[src/rtl/pulse_pkg.sv]
// Shared definitions for the pulse-parameter command/readback paths: frame
// header, frame lengths, flag bit positions and the parameter snapshot type.
// The checksum byte is enabled by defining PARAM_TX_CHECKSUM_EN.
package pulse_pkg;

    // First byte of every readback frame.
    localparam logic [7:0] HEADER_DEFAULT = 8'hA5;

    // Frame lengths in bytes, header included.
    localparam int unsigned FRAME_LEN_BASE = 18;
    localparam int unsigned FRAME_LEN_CSUM = 19;

    // Bit positions of the mode flags inside the flags byte.
    localparam int FLAG_NUTATION = 0;
    localparam int FLAG_PUMP     = 1;
    localparam int FLAG_BLOCK    = 2;

    // Full pulse-sequence configuration, as loaded by the receive-side parser.
    typedef struct packed {
        logic [23:0] period;
        logic [15:0] p1width;
        logic [15:0] delay;
        logic [15:0] p2width;
        logic [15:0] nut_del;
        logic [7:0]  nut_wid;
        logic [7:0]  pulse_block;
        logic [15:0] pulse_block_off;
        logic [7:0]  cpmg;
        logic        nutation;
        logic        pump;
        logic        block;
    } pulse_params_t;

    // Pack the mode flags into their byte; upper bits are zero.
    function automatic logic [7:0] flags_byte(input pulse_params_t p);
        logic [7:0] f;
        f                = 8'h00;
        f[FLAG_NUTATION] = p.nutation;
        f[FLAG_PUMP]     = p.pump;
        f[FLAG_BLOCK]    = p.block;
        return f;
    endfunction

    // Modulo-256 sum of every payload byte (header excluded).
    function automatic logic [7:0] payload_sum(input pulse_params_t p);
        logic [7:0] s;
        s = p.period[23:16] + p.period[15:8] + p.period[7:0]
          + p.p1width[15:8] + p.p1width[7:0]
          + p.delay[15:8] + p.delay[7:0]
          + p.p2width[15:8] + p.p2width[7:0]
          + p.nut_del[15:8] + p.nut_del[7:0]
          + p.nut_wid + p.pulse_block
          + p.pulse_block_off[15:8] + p.pulse_block_off[7:0]
          + p.cpmg + flags_byte(p);
        return s;
    endfunction

endpackage

[src/rtl/uart_tx_byte.sv]
// 8N1 byte serializer: start bit, 8 data bits LSB first, stop bit, each
// CLKS_PER_BIT cycles long. A new start is accepted while idle or in the
// last cycle of the stop bit, so bytes can be chained with no idle gap.
// CLKS_PER_BIT must be at least 2 (byte_done is raised one cycle early).
module uart_tx_byte #(
    parameter int unsigned CLKS_PER_BIT = 104
) (
    input  logic       clk,
    input  logic       resetn,
    input  logic       start,
    input  logic [7:0] data,
    output logic       tx,
    output logic       ready,
    output logic       byte_done
);

    localparam int unsigned CNT_W = (CLKS_PER_BIT > 1) ? $clog2(CLKS_PER_BIT) : 1;
    localparam logic [CNT_W-1:0] CNT_MAX = CNT_W'(CLKS_PER_BIT - 1);
    localparam logic [CNT_W-1:0] CNT_ONE = CNT_W'(1);

    typedef enum logic [1:0] {
        StIdle,
        StStart,
        StData,
        StStop
    } state_t;

    state_t           state;
    logic [CNT_W-1:0] cnt;
    logic [2:0]       bit_idx;
    logic [7:0]       shreg;
    logic             cnt_zero;

    assign cnt_zero = (cnt == '0);

    // Ready to take a byte: idle, or the stop bit is in its final cycle.
    assign ready = (state == StIdle) || ((state == StStop) && cnt_zero);

    // Raised one cycle before the stop bit ends so the sequencer can present
    // the next byte exactly when the serializer becomes ready again.
    assign byte_done = (state == StStop) && (cnt == CNT_ONE);

    // Bit timing and shifting; tx is registered straight from this FSM.
    always_ff @(posedge clk) begin
        if (!resetn) begin
            state   <= StIdle;
            cnt     <= '0;
            bit_idx <= '0;
            shreg   <= '0;
            tx      <= 1'b1;
        end else begin
            unique case (state)
                StIdle: begin
                    if (start) begin
                        shreg <= data;
                        cnt   <= CNT_MAX;
                        tx    <= 1'b0;
                        state <= StStart;
                    end
                end
                StStart: begin
                    if (cnt_zero) begin
                        cnt     <= CNT_MAX;
                        bit_idx <= 3'd0;
                        tx      <= shreg[0];
                        state   <= StData;
                    end else begin
                        cnt <= cnt - 1'b1;
                    end
                end
                StData: begin
                    if (cnt_zero) begin
                        cnt <= CNT_MAX;
                        if (bit_idx == 3'd7) begin
                            tx    <= 1'b1;
                            state <= StStop;
                        end else begin
                            shreg   <= {1'b0, shreg[7:1]};
                            tx      <= shreg[1];
                            bit_idx <= bit_idx + 3'd1;
                        end
                    end else begin
                        cnt <= cnt - 1'b1;
                    end
                end
                StStop: begin
                    if (cnt_zero) begin
                        if (start) begin
                            shreg <= data;
                            cnt   <= CNT_MAX;
                            tx    <= 1'b0;
                            state <= StStart;
                        end else begin
                            state <= StIdle;
                        end
                    end else begin
                        cnt <= cnt - 1'b1;
                    end
                end
                default: state <= StIdle;
            endcase
        end
    end

endmodule

[src/rtl/param_readback_tx.sv]
// Pulse-parameter readback transmitter. On req it snapshots every pulse
// parameter and sends HEADER followed by the fields (MSB byte first) and the
// flags byte over an 8N1 UART. Define PARAM_TX_CHECKSUM_EN to append a
// checksum byte making the payload sum 0 mod 256.
module param_readback_tx
    import pulse_pkg::*;
#(
    parameter int unsigned CLK_HZ = 12000000,
    parameter int unsigned BAUD   = 115200,
    parameter logic [7:0]  HEADER = HEADER_DEFAULT
) (
    input  logic        clk,
    input  logic        resetn,
    input  logic        req,
    input  logic [23:0] period,
    input  logic [15:0] p1width,
    input  logic [15:0] delay,
    input  logic [15:0] p2width,
    input  logic [15:0] nut_del,
    input  logic [15:0] pulse_block_off,
    input  logic [7:0]  nut_wid,
    input  logic [7:0]  pulse_block,
    input  logic [7:0]  cpmg,
    input  logic        nutation,
    input  logic        pump,
    input  logic        block,
    output logic        tx,
    output logic        busy,
    output logic        done
);

    localparam int unsigned CLKS_PER_BIT = CLK_HZ / BAUD;
`ifdef PARAM_TX_CHECKSUM_EN
    localparam int unsigned FRAME_LEN = FRAME_LEN_CSUM;
`else
    localparam int unsigned FRAME_LEN = FRAME_LEN_BASE;
`endif
    localparam logic [4:0] LAST_IDX = 5'(FRAME_LEN - 1);

    typedef enum logic [2:0] {
        StIdle,
        StLoad,
        StSend,
        StWait,
        StFin
    } state_t;

    state_t        state;
    pulse_params_t live;
    pulse_params_t snap;
    logic [4:0]    idx;
    logic [7:0]    tx_byte;
    logic          ser_start;
    logic          ser_ready;
    logic          ser_byte_done;

    // Gather the live inputs into the shared snapshot layout.
    always_comb begin
        live                 = '0;
        live.period          = period;
        live.p1width         = p1width;
        live.delay           = delay;
        live.p2width         = p2width;
        live.nut_del         = nut_del;
        live.nut_wid         = nut_wid;
        live.pulse_block     = pulse_block;
        live.pulse_block_off = pulse_block_off;
        live.cpmg            = cpmg;
        live.nutation        = nutation;
        live.pump            = pump;
        live.block           = block;
    end

    // Select the frame byte for the current index from the snapshot.
    always_comb begin
        tx_byte = HEADER;
        case (idx)
            5'd0:  tx_byte = HEADER;
            5'd1:  tx_byte = snap.period[23:16];
            5'd2:  tx_byte = snap.period[15:8];
            5'd3:  tx_byte = snap.period[7:0];
            5'd4:  tx_byte = snap.p1width[15:8];
            5'd5:  tx_byte = snap.p1width[7:0];
            5'd6:  tx_byte = snap.delay[15:8];
            5'd7:  tx_byte = snap.delay[7:0];
            5'd8:  tx_byte = snap.p2width[15:8];
            5'd9:  tx_byte = snap.p2width[7:0];
            5'd10: tx_byte = snap.nut_del[15:8];
            5'd11: tx_byte = snap.nut_del[7:0];
            5'd12: tx_byte = snap.nut_wid;
            5'd13: tx_byte = snap.pulse_block;
            5'd14: tx_byte = snap.pulse_block_off[15:8];
            5'd15: tx_byte = snap.pulse_block_off[7:0];
            5'd16: tx_byte = snap.cpmg;
            5'd17: tx_byte = flags_byte(snap);
`ifdef PARAM_TX_CHECKSUM_EN
            5'd18: tx_byte = 8'h00 - payload_sum(snap);
`endif
            default: tx_byte = HEADER;
        endcase
    end

    // The serializer takes the byte in the SEND cycle.
    assign ser_start = (state == StSend);

    // Frame sequencer: snapshot, hand bytes over one by one, then pulse done.
    always_ff @(posedge clk) begin
        if (!resetn) begin
            state <= StIdle;
            snap  <= '0;
            idx   <= 5'd0;
            busy  <= 1'b0;
            done  <= 1'b0;
        end else begin
            done <= 1'b0;
            unique case (state)
                StIdle: begin
                    if (req) begin
                        busy  <= 1'b1;
                        state <= StLoad;
                    end
                end
                StLoad: begin
                    snap  <= live;
                    idx   <= 5'd0;
                    state <= StSend;
                end
                StSend: begin
                    if (ser_ready) begin
                        state <= StWait;
                    end
                end
                StWait: begin
                    if (ser_byte_done) begin
                        if (idx == LAST_IDX) begin
                            state <= StFin;
                        end else begin
                            idx   <= idx + 5'd1;
                            state <= StSend;
                        end
                    end
                end
                StFin: begin
                    // Stop bit of the last byte is in its final cycle here.
                    done  <= 1'b1;
                    busy  <= 1'b0;
                    state <= StIdle;
                end
                default: state <= StIdle;
            endcase
        end
    end

    uart_tx_byte #(
        .CLKS_PER_BIT(CLKS_PER_BIT)
    ) u_uart_tx_byte (
        .clk      (clk),
        .resetn   (resetn),
        .start    (ser_start),
        .data     (tx_byte),
        .tx       (tx),
        .ready    (ser_ready),
        .byte_done(ser_byte_done)
    );

endmodule

[config.mk]
export PLATFORM = sky130hd
export DESIGN_NAME = param_readback_tx
export DESIGN_NICKNAME = d
export VERILOG_FILES = /design/src/rtl/pulse_pkg.sv /design/src/rtl/uart_tx_byte.sv /design/src/rtl/param_readback_tx.sv
export SDC_FILE = /design/constraint.sdc
export NUM_CORES = 1
export LEC_CHECK = 0
export BUFFER_PORTS_ARGS = -buffer_cell sky130_fd_sc_hd__buf_2
export CAP_MARGIN = 20
export CORE_UTILIZATION = 58
export CTS_BUF_LIST = sky130_fd_sc_hd__clkbuf_8
export DETAILED_ROUTE_END_ITERATION = 10
export GPL_ROUTABILITY_DRIVEN = 0
export PLACE_DENSITY = 0.84
export SETUP_SLACK_MARGIN = 0.15
export SLEW_MARGIN = 20
export SYNTH_ARGS = -nofsm -noshare
export SYNTH_HDL_FRONTEND = slang
export SYNTH_HIERARCHICAL = 1
export SYNTH_SLANG_ARGS = --single-unit
export TNS_END_PERCENT = 20
[constraint.sdc]
create_clock -name clk -period 3.8 [get_ports clk]
set_clock_uncertainty 0.05 [all_clocks]
set_input_delay 0.19 -clock clk [delete_from_list [all_inputs] [get_ports clk]]
set_output_delay 0.19 -clock clk [all_outputs]
set_load 0.005 [all_outputs]
==> impl_table.tex, run 1 <==
\begin{tabular}{lr}
\hline
Metric & Value \\
\hline
\multicolumn{2}{l}{\textbf{Power and ir drop}} \\
Max rail drop VDD & approximately 0.35 mV \\
Overall power after layout & approximately 4.6 mW \\
LEAKAGE & $\sim$3.9 nW \\
Areal power density over the cells & about 440 nW/um\^{}2 \\
\multicolumn{2}{l}{\textbf{STA}} \\
Slew @ Worst Pin & 0.926 ns \\
Unrepaired setup endpoints after global routing & no \\
Max-slew violations & 0 \\
Max-slew headroom & between 30\% and 40\% \\
Post-Route Setup TNS & 0 ns \\
Share of the cycle needed by the critical path after routing & 80.7\% \\
Final critical-path required period & $\sim$3 ns \\
Number of endpoints with negative hold slack in the final report & 0 \\
Maximum clock rate & approximately 330 MHz \\
Final number of setup-violating endpoints & 0 \\
\multicolumn{2}{l}{\textbf{Synthesis}} \\
Portion of synthesized cell area occupied by the leading cell type & between 40\% and 50\% \\
Number of warnings issued by yosys & 6 \\
Leading post-synthesis cells by cell area & dfxtp\_1, nand2\_1, a21boi\_0 \\
Post-synthesis net count & roughly 1100 \\
Post-Synthesis Cell Area & 7970 sq um \\
Part of the Yosys area used for sequential elements & 40.7\% \\
Number of flops mapped to enable cells by yosys & 0 \\
Number of storage elements in the synthesis netlist & between 150 and 200 \\
Number of standard cells after synthesis & around 980 \\
Proportion of register bits with asynchronous set or reset after synthesis & 0\% \\
Area leader, netlist & dfxtp\_1 \\
Library cells used by synthesis & 67 \\
Mean Syn Cell Area & between 8 and 9 sq um \\
Predominant post-synthesis flop cell & dfxtp\_1 \\
\multicolumn{2}{l}{\textbf{Place}} \\
Count of input and output buffers & approximately 140 \\
Cell count after placement & 1226 \\
Post-DP HPWL & between 15000 and 20000 um \\
\multicolumn{2}{l}{\textbf{Layout}} \\
Count of nets after finishing & around 1400 \\
Filler-free cell count of the finished design & around 1400 \\
Fraction of final layout cells with drive strength greater than 1 & 16.7\% \\
Finished Core Util & 78.0\% \\
Relative area change from synthesis to final layout & 30.2\% \\
Total of fill cells in the finished design & approximately 800 \\
\multicolumn{2}{l}{\textbf{Global route}} \\
Total global-route track usage & approximately two fifths \\
Overflow left after global routing & 0 \\
Maximum number of pins on one net before global-route repair & approximately 130 \\
Vias in the first global route & just over 8000 \\
Initial antenna violation count & 2 \\
Global-route wire length before repair & 42300 um \\
\multicolumn{2}{l}{\textbf{Detailed routing}} \\
Total number of vias & approximately 8400 \\
Number of violations reported at the end of detailed-routing iteration 0 & about 1100 \\
Number of detailed-route iterations in the first pass & 6 \\
Antenna Violating Nets Remaining & 0 \\
Highest signal layer in the routed design & met4 \\
Post-route DRC violation count & 0 \\
Total met2 wirelength after detailed routing & 13300 um \\
Average detailed-routed wire length per instance & 19.6 um \\
Routed met1 length & between 9000 and 10000 um \\
Met3 layer wire length in the routed design & 2140 um \\
Total wire length & $\sim$27000 um \\
Via density per instance & around 6 \\
\multicolumn{2}{l}{\textbf{CTS}} \\
Setup Buffers After CTS & 0 \\
Clock insertion delay at the later pin of the skew report & 0.46 ns \\
Clk slew on worst S/H paths & around 0.090 ns \\
Clock tree sinks & 162 \\
CTS Buf Count & 17 \\
CTS H-tree depth & 4 \\
Library cell used as clock root buffer & clkbuf\_8 \\
TritonCTS clock tree & done \\
Maximum buffer depth of the clock tree & 2 \\
\multicolumn{2}{l}{\textbf{Worst setup path}} \\
Data required time of the worst path & 4.07 ns \\
Crit path top cell by count & a211oi\_1 \\
Kind of cell adding the most delay to the critical path & compound AO/OA/AOI/OAI gates \\
Number of buffer and inverter stages on the critical path & 1 \\
Critical path, cell by cell & inv\_1, ha\_1, a221o\_1, or4\_1, mux2\_2, a211oi\_1, a211oi\_1 \\
Worst path slowest cell & dfxtp\_1 \\
Arrival time at the worst endpoint & 3.34 ns \\
Endpoint kind of the worst setup timing path & flip-flop \\
Type of origin of the critical path & flip-flop \\
Highest fanout seen on the critical path & 17 \\
Maximum cell stage delay along the critical path & between 0.6 and 0.7 ns \\
Critical path start-end classification & flip-flop to flip-flop \\
\multicolumn{2}{l}{\textbf{Run}} \\
Reported max-cap violation count & 0 \\
\multicolumn{2}{l}{\textbf{Floorplan}} \\
Core outline area & $\sim$13000 sq um \\
Horiz. Die Dim & roughly 120 um \\
Initial cell density of the core & between 50\% and 60\% \\
Number of placement rows & between 40 and 50 \\
Die boundary height & about 120 um \\
Number of top-level pins & roughly 140 \\
Die Footprint & approximately 14000 sq um \\
\multicolumn{2}{l}{\textbf{Outcome}} \\
Outcome & complete, no violations \\
\multicolumn{2}{l}{\textbf{Worst hold path}} \\
Hold Path Class & input pin to flip-flop \\
\hline
\end{tabular}
-- per-stage QoR --
stage	instance area [sq um]	hold WS, ns	setup WS (ns)
after floorplan	7970	0.275	0.972
after global placement	8630	0.388	0.963
after detailed placement	8630	0.389	0.908
after CTS	10400	0.183	0.810
after global routing	10400	0.200	0.620
final	10400	0.187	0.732
-- flip-flops by register name (all words and copies together), names as in the netlist --
signal and count:
idx 5, state 3, u_uart_tx_byte/state 2, u_uart_tx_byte/bit_idx 3
u_uart_tx_byte/cnt 7, snap 131, busy 1, u_uart_tx_byte/shreg 8
u_uart_tx_byte/tx 1, done 1
-- Yosys cell counts (7+ instances only) --
cell and number:
a211oi_1 20, a21boi_0 115, a21boi_1 17, a21oi_1 20
a22o_1 8, a22oi_1 16, buf_2 28, clkbuf_1 38
dfxtp_1 162, ha_1 15, inv_1 21, mux2_2 12
mux2i_1 23, nand2_1 292, nand3_1 11, nand4_1 7
nor2_1 29, nor2b_1 13, nor3_1 8, o211ai_1 9
o21ai_0 14, o22ai_1 8
-- where the power goes --
| group | total, mW | internal [mW] | switching (mW) |
|---|---|---|---|
| Clock | 1.33 | 0.650 | 0.682 |
| Combinational | 1.21 | 0.500 | 0.707 |
| Sequential | 2.07 | 1.89 | 0.175 |
-- routing by layer --
metal	track usage, %	vias to the layer above
met5	0	-
met1	42.2	3877
met4	25.5	0
met2	67.1	504
li1	-	3833
met3	8.38	163
-- kinds of logic (layout without fill, tap and decap cells) --
kind of cell	after synthesis	count (layout)	share of synthesized area (%)
other	0	3	0
and+or+nand+nor	397	397	21.4
buffers and inverters	97	333	5.61
DFF	162	162	40.7
AOI/OAI and AO/OA	271	271	25.2
adders and majority gates	15	15	2.36
xor gates and xnor gates	1	1	0.110
muxes	35	35	4.58
-- repair_timing --
item                      in CTS  in global routing
hold endpoints to repair     133                  0
hold buffers                 132                  0
gates resized for setup        0                  0
-- layout make-up --
cell class	instances	area (sq um)	share of cell area, %
repair buffers	280	2120	20.4
inverters	21	78.8	0.760
clock inverters	12	143	1.37
diodes	3	7.51	0.0724
multi-input cells	719	4290	41.3
clock buffers	20	275	2.65
well taps	176	220	2.12
flip-flops and latches	162	3240	31.3
-- path summary, 6_finish.rpt --
kind                                   startpoint                                    to  slack [ns]  cells after the start
max                           idx[4]$_SDFFE_PN0P_  u_uart_tx_byte/shreg[4]$_SDFFE_PN0P_        0.73                      7
min                                        resetn                snap[112]$_SDFFE_PN0P_        0.19                      2
max reg2reg                   idx[4]$_SDFFE_PN0P_  u_uart_tx_byte/shreg[4]$_SDFFE_PN0P_        0.73                      7
min reg2reg  u_uart_tx_byte/shreg[2]$_SDFFE_PN0P_  u_uart_tx_byte/shreg[2]$_SDFFE_PN0P_        0.41                      2
-- placed cells by master, fill, tap and decap left out, types with 21 or more instances in the layout --
cell type / count
nor2_1: 28
buf_2: 135
dlygate4sd3_1: 132
mux2i_1: 23
inv_1: 21
a21boi_0: 115
dfxtp_1: 162
nand2_1: 292
Note: power is estimated with default switching activity, not from simulation.
==> run 2: changes to the inputs <==
--- a/config.mk
+++ b/config.mk
@@ -7,11 +7,11 @@
 export LEC_CHECK = 0
 export BUFFER_PORTS_ARGS = -buffer_cell sky130_fd_sc_hd__buf_2
 export CAP_MARGIN = 20
-export CORE_UTILIZATION = 58
+export CORE_UTILIZATION = 53
 export CTS_BUF_LIST = sky130_fd_sc_hd__clkbuf_8
 export DETAILED_ROUTE_END_ITERATION = 10
 export GPL_ROUTABILITY_DRIVEN = 0
-export PLACE_DENSITY = 0.84
+export PLACE_DENSITY = 0.81
 export SETUP_SLACK_MARGIN = 0.15
 export SLEW_MARGIN = 20
 export SYNTH_ARGS = -nofsm -noshare
==> constraint.sdc (replaced) <==
create_clock -name clk -period 2.55 [get_ports clk]
set_clock_uncertainty 0.05 [all_clocks]
set_input_delay 0.1275 -clock clk [delete_from_list [all_inputs] [get_ports clk]]
set_output_delay 0.1275 -clock clk [all_outputs]
set_load 0.005 [all_outputs]
==> impl_table.tex, run 2 (synthesized netlist as in run 1, its figures left out) <==
\begin{tabular}{lr}
\hline
Metric & Value \\
\hline
\multicolumn{2}{l}{\textbf{Global route}} \\
Global-route wire length before repair & around 43000 um \\
Maximum number of pins on one net before global-route repair & $\sim$100 \\
Vias in the first global route & 8438 \\
Initial antenna violation count & 1 \\
Overflow left after global routing & 0 \\
Total global-route track usage & between 30\% and 40\% \\
\multicolumn{2}{l}{\textbf{CTS}} \\
TritonCTS clock tree & done \\
Clk slew on worst S/H paths & about 0.09 ns \\
Library cell used as clock root buffer & clkbuf\_8 \\
CTS H-tree depth & 4 \\
Clock tree sinks & about 160 \\
Maximum buffer depth of the clock tree & 2 \\
CTS Buf Count & 17 \\
Clock insertion delay at the later pin of the skew report & between 0.4 and 0.5 ns \\
\multicolumn{2}{l}{\textbf{Worst setup path}} \\
Arrival time at the worst endpoint & 2.77 ns \\
Endpoint kind of the worst setup timing path & flip-flop \\
Data required time of the worst path & between 2 and 3 ns \\
Setup slack of the worst register-to-register path & between 0.08 and 0.09 ns \\
Highest fanout seen on the critical path & 7 \\
Type of origin of the critical path & flip-flop \\
Critical path start-end classification & flip-flop to flip-flop \\
\multicolumn{2}{l}{\textbf{STA}} \\
Max-slew violations & 0 \\
Final number of setup-violating endpoints & 0 \\
Share of the cycle needed by the critical path after routing & 96.6\% \\
Slew @ Worst Pin & around 0.76 ns \\
Final critical-path required period & approximately 2.5 ns \\
Post-Route Setup TNS & 0 ns \\
Max-slew headroom & between 40\% and 50\% \\
Unrepaired setup endpoints after global routing & yes \\
Number of endpoints with negative hold slack in the final report & 0 \\
Maximum clock rate & 406 MHz \\
\multicolumn{2}{l}{\textbf{Detailed routing}} \\
Antenna Violating Nets Remaining & 0 \\
Highest signal layer in the routed design & met4 \\
Total number of vias & between 8000 and 9000 \\
Routed met1 length & $\sim$10000 um \\
Number of violations reported at the end of detailed-routing iteration 0 & approximately 1000 \\
Total wire length & around 27000 um \\
Number of detailed-route iterations in the first pass & 7 \\
Via density per instance & about 6 \\
Total met2 wirelength after detailed routing & 13200 um \\
Post-route DRC violation count & 0 \\
Average detailed-routed wire length per instance & 19.2 um \\
Met3 layer wire length in the routed design & between 2000 and 2500 um \\
\multicolumn{2}{l}{\textbf{Place}} \\
Count of input and output buffers & 136 \\
Post-DP HPWL & 16300 um \\
\multicolumn{2}{l}{\textbf{Power and ir drop}} \\
Switching power as a share of total power & 34.0\% \\
Overall power after layout & between 6 and 7 mW \\
Areal power density over the cells & 642 nW/um\^{}2 \\
Sequential cell fraction of total power & 44.5\% \\
Combinational fraction of design power & a little over a quarter \\
Max rail drop VDD & 0.441 mV \\
LEAKAGE & 4.10 nW \\
Net load switching power & 2.35 mW \\
Power share of the clock group & 28.5\% \\
Cell internal power dissipation & between 4 and 5 mW \\
\multicolumn{2}{l}{\textbf{Layout}} \\
Reg area & 3250 sq um \\
Register containing the most flip-flops in the final layout & snap \\
Count of nets after finishing & roughly 1400 \\
Leading cell type in the layout, fill and taps excluded & nand2\_1 \\
Leading registers by flop count & snap: 131 flops, u\_uart\_tx\_byte/shreg: 8 flops, u\_uart\_tx\_byte/cnt: 7 flops \\
Fraction of final layout cells with drive strength greater than 1 & approximately a fifth \\
Flip-flop count of the largest register after layout & 131 \\
Area taken by multi-input logic gates & 4380 sq um \\
Relative area change from synthesis to final layout & 34.8\% \\
Total of fill cells in the finished design & 929 \\
Most frequent cells in the layout & nand2\_1, dfxtp\_1, buf\_2 \\
\multicolumn{2}{l}{\textbf{Floorplan}} \\
Core outline area & about 15000 sq um \\
Initial cell density of the core & 54.6\% \\
Number of top-level pins & roughly 140 \\
Die Footprint & between 15000 and 20000 sq um \\
Die boundary height & about 120 um \\
Number of placement rows & between 40 and 50 \\
Horiz. Die Dim & approximately 120 um \\
\multicolumn{2}{l}{\textbf{Outcome}} \\
Outcome & complete, no violations \\
\multicolumn{2}{l}{\textbf{Run}} \\
Reported max-cap violation count & 0 \\
\multicolumn{2}{l}{\textbf{Worst hold path}} \\
Hold Path Class & input pin to flip-flop \\
\hline
\end{tabular}
-- run 2: changes by cell type in the layout (fill, tap and decap cells not counted), moves of 3 or more --
cell / change
dfxtp_2: +3
a211oi_1: -3
a211oi_2: +3
ha_4: +3
ha_1: -5
dfxtp_1: -5
buf_4: +20
buf_12: +3
-- run 2: stage by stage --
stage / hold slack (ns) / area (sq um) / std cells / setup WS, ns / utilization (%)
global placement: 0.321 / 8860 / 1253 / 0.124 / 60.8
floorplan: 0.212 / 8050 / 978 / 0.0632 / -
global route: 0.396 / 10700 / 1426 / 0.0574 / 73.6
CTS: 0.385 / 10600 / 1421 / 0.117 / 72.9
finish: 0.395 / 10700 / 1426 / 0.0866 / 73.6
detailed placement: 0.333 / 8860 / 1253 / 0.0217 / 60.8
-- run 2: layer usage --
layer / GRT usage [%] / vias up
met3: 8.59 / 154
met4: 21.0 / 0
met1: 38.9 / 3922
li1: - / 3895
met5: 0 / -
met2: 59.8 / 494
-- run 2: what timing repair did --
item,CTS,global route
buffers inserted,2,3
endpoints found under the setup margin,7,10
gates cloned,0,1
pin swaps,0,5
endpoints found under the hold margin,137,0
hold buffers,134,0
gates resized for setup,3,16
-- run 2: final cells by class --
| type | count | share of cell area (%) |
|---|---|---|
| diodes | 1 | 0.0233 |
| clock buffers | 19 | 2.44 |
| clock inverters | 13 | 1.37 |
| inverters | 21 | 0.734 |
| multi-input cells | 719 | 40.8 |
| flip-flops and latches | 162 | 30.3 |
| well taps | 184 | 2.14 |
| repair buffers | 307 | 22.2 |
-- run 2: power by group through the flow --
stage | clock (mW) | sequential (mW) | combinational (mW)
2_1_floorplan | 0 | 3.00 | 1.22
3_3_place_gp | 0 | 3.10 | 1.58
3_5_place_dp | 0 | 3.11 | 1.62
4_1_cts | 1.96 | 3.05 | 1.79
5_1_grt | 2.07 | 3.09 | 2.04
6_report | 1.97 | 3.07 | 1.86
-- run 2: final timing paths --
check / from / end / depth (start not counted)
hold reg to reg: snap[67]$_SDFFE_PN0P_ / snap[67]$_SDFFE_PN0P_ / 2
setup reg to reg: idx[0]$_SDFFE_PN0P_ / u_uart_tx_byte/shreg[4]$_SDFFE_PN0P_ / 9
setup / recovery: idx[0]$_SDFFE_PN0P_ / u_uart_tx_byte/shreg[4]$_SDFFE_PN0P_ / 9
hold / removal: p2width[2] / snap[61]$_SDFFE_PN0P_ / 4
-- run 2: worst max-delay path: stages (launching register included) --
cell	delay, ns
dfxtp_2	0.33
buf_4	0.15
ha_4	0.17
and3_4	0.18
ha_4	0.19
a221o_1	0.34
or4_1	0.42
mux2_4	0.28
a211oi_2	0.16
a211oi_1	0.07
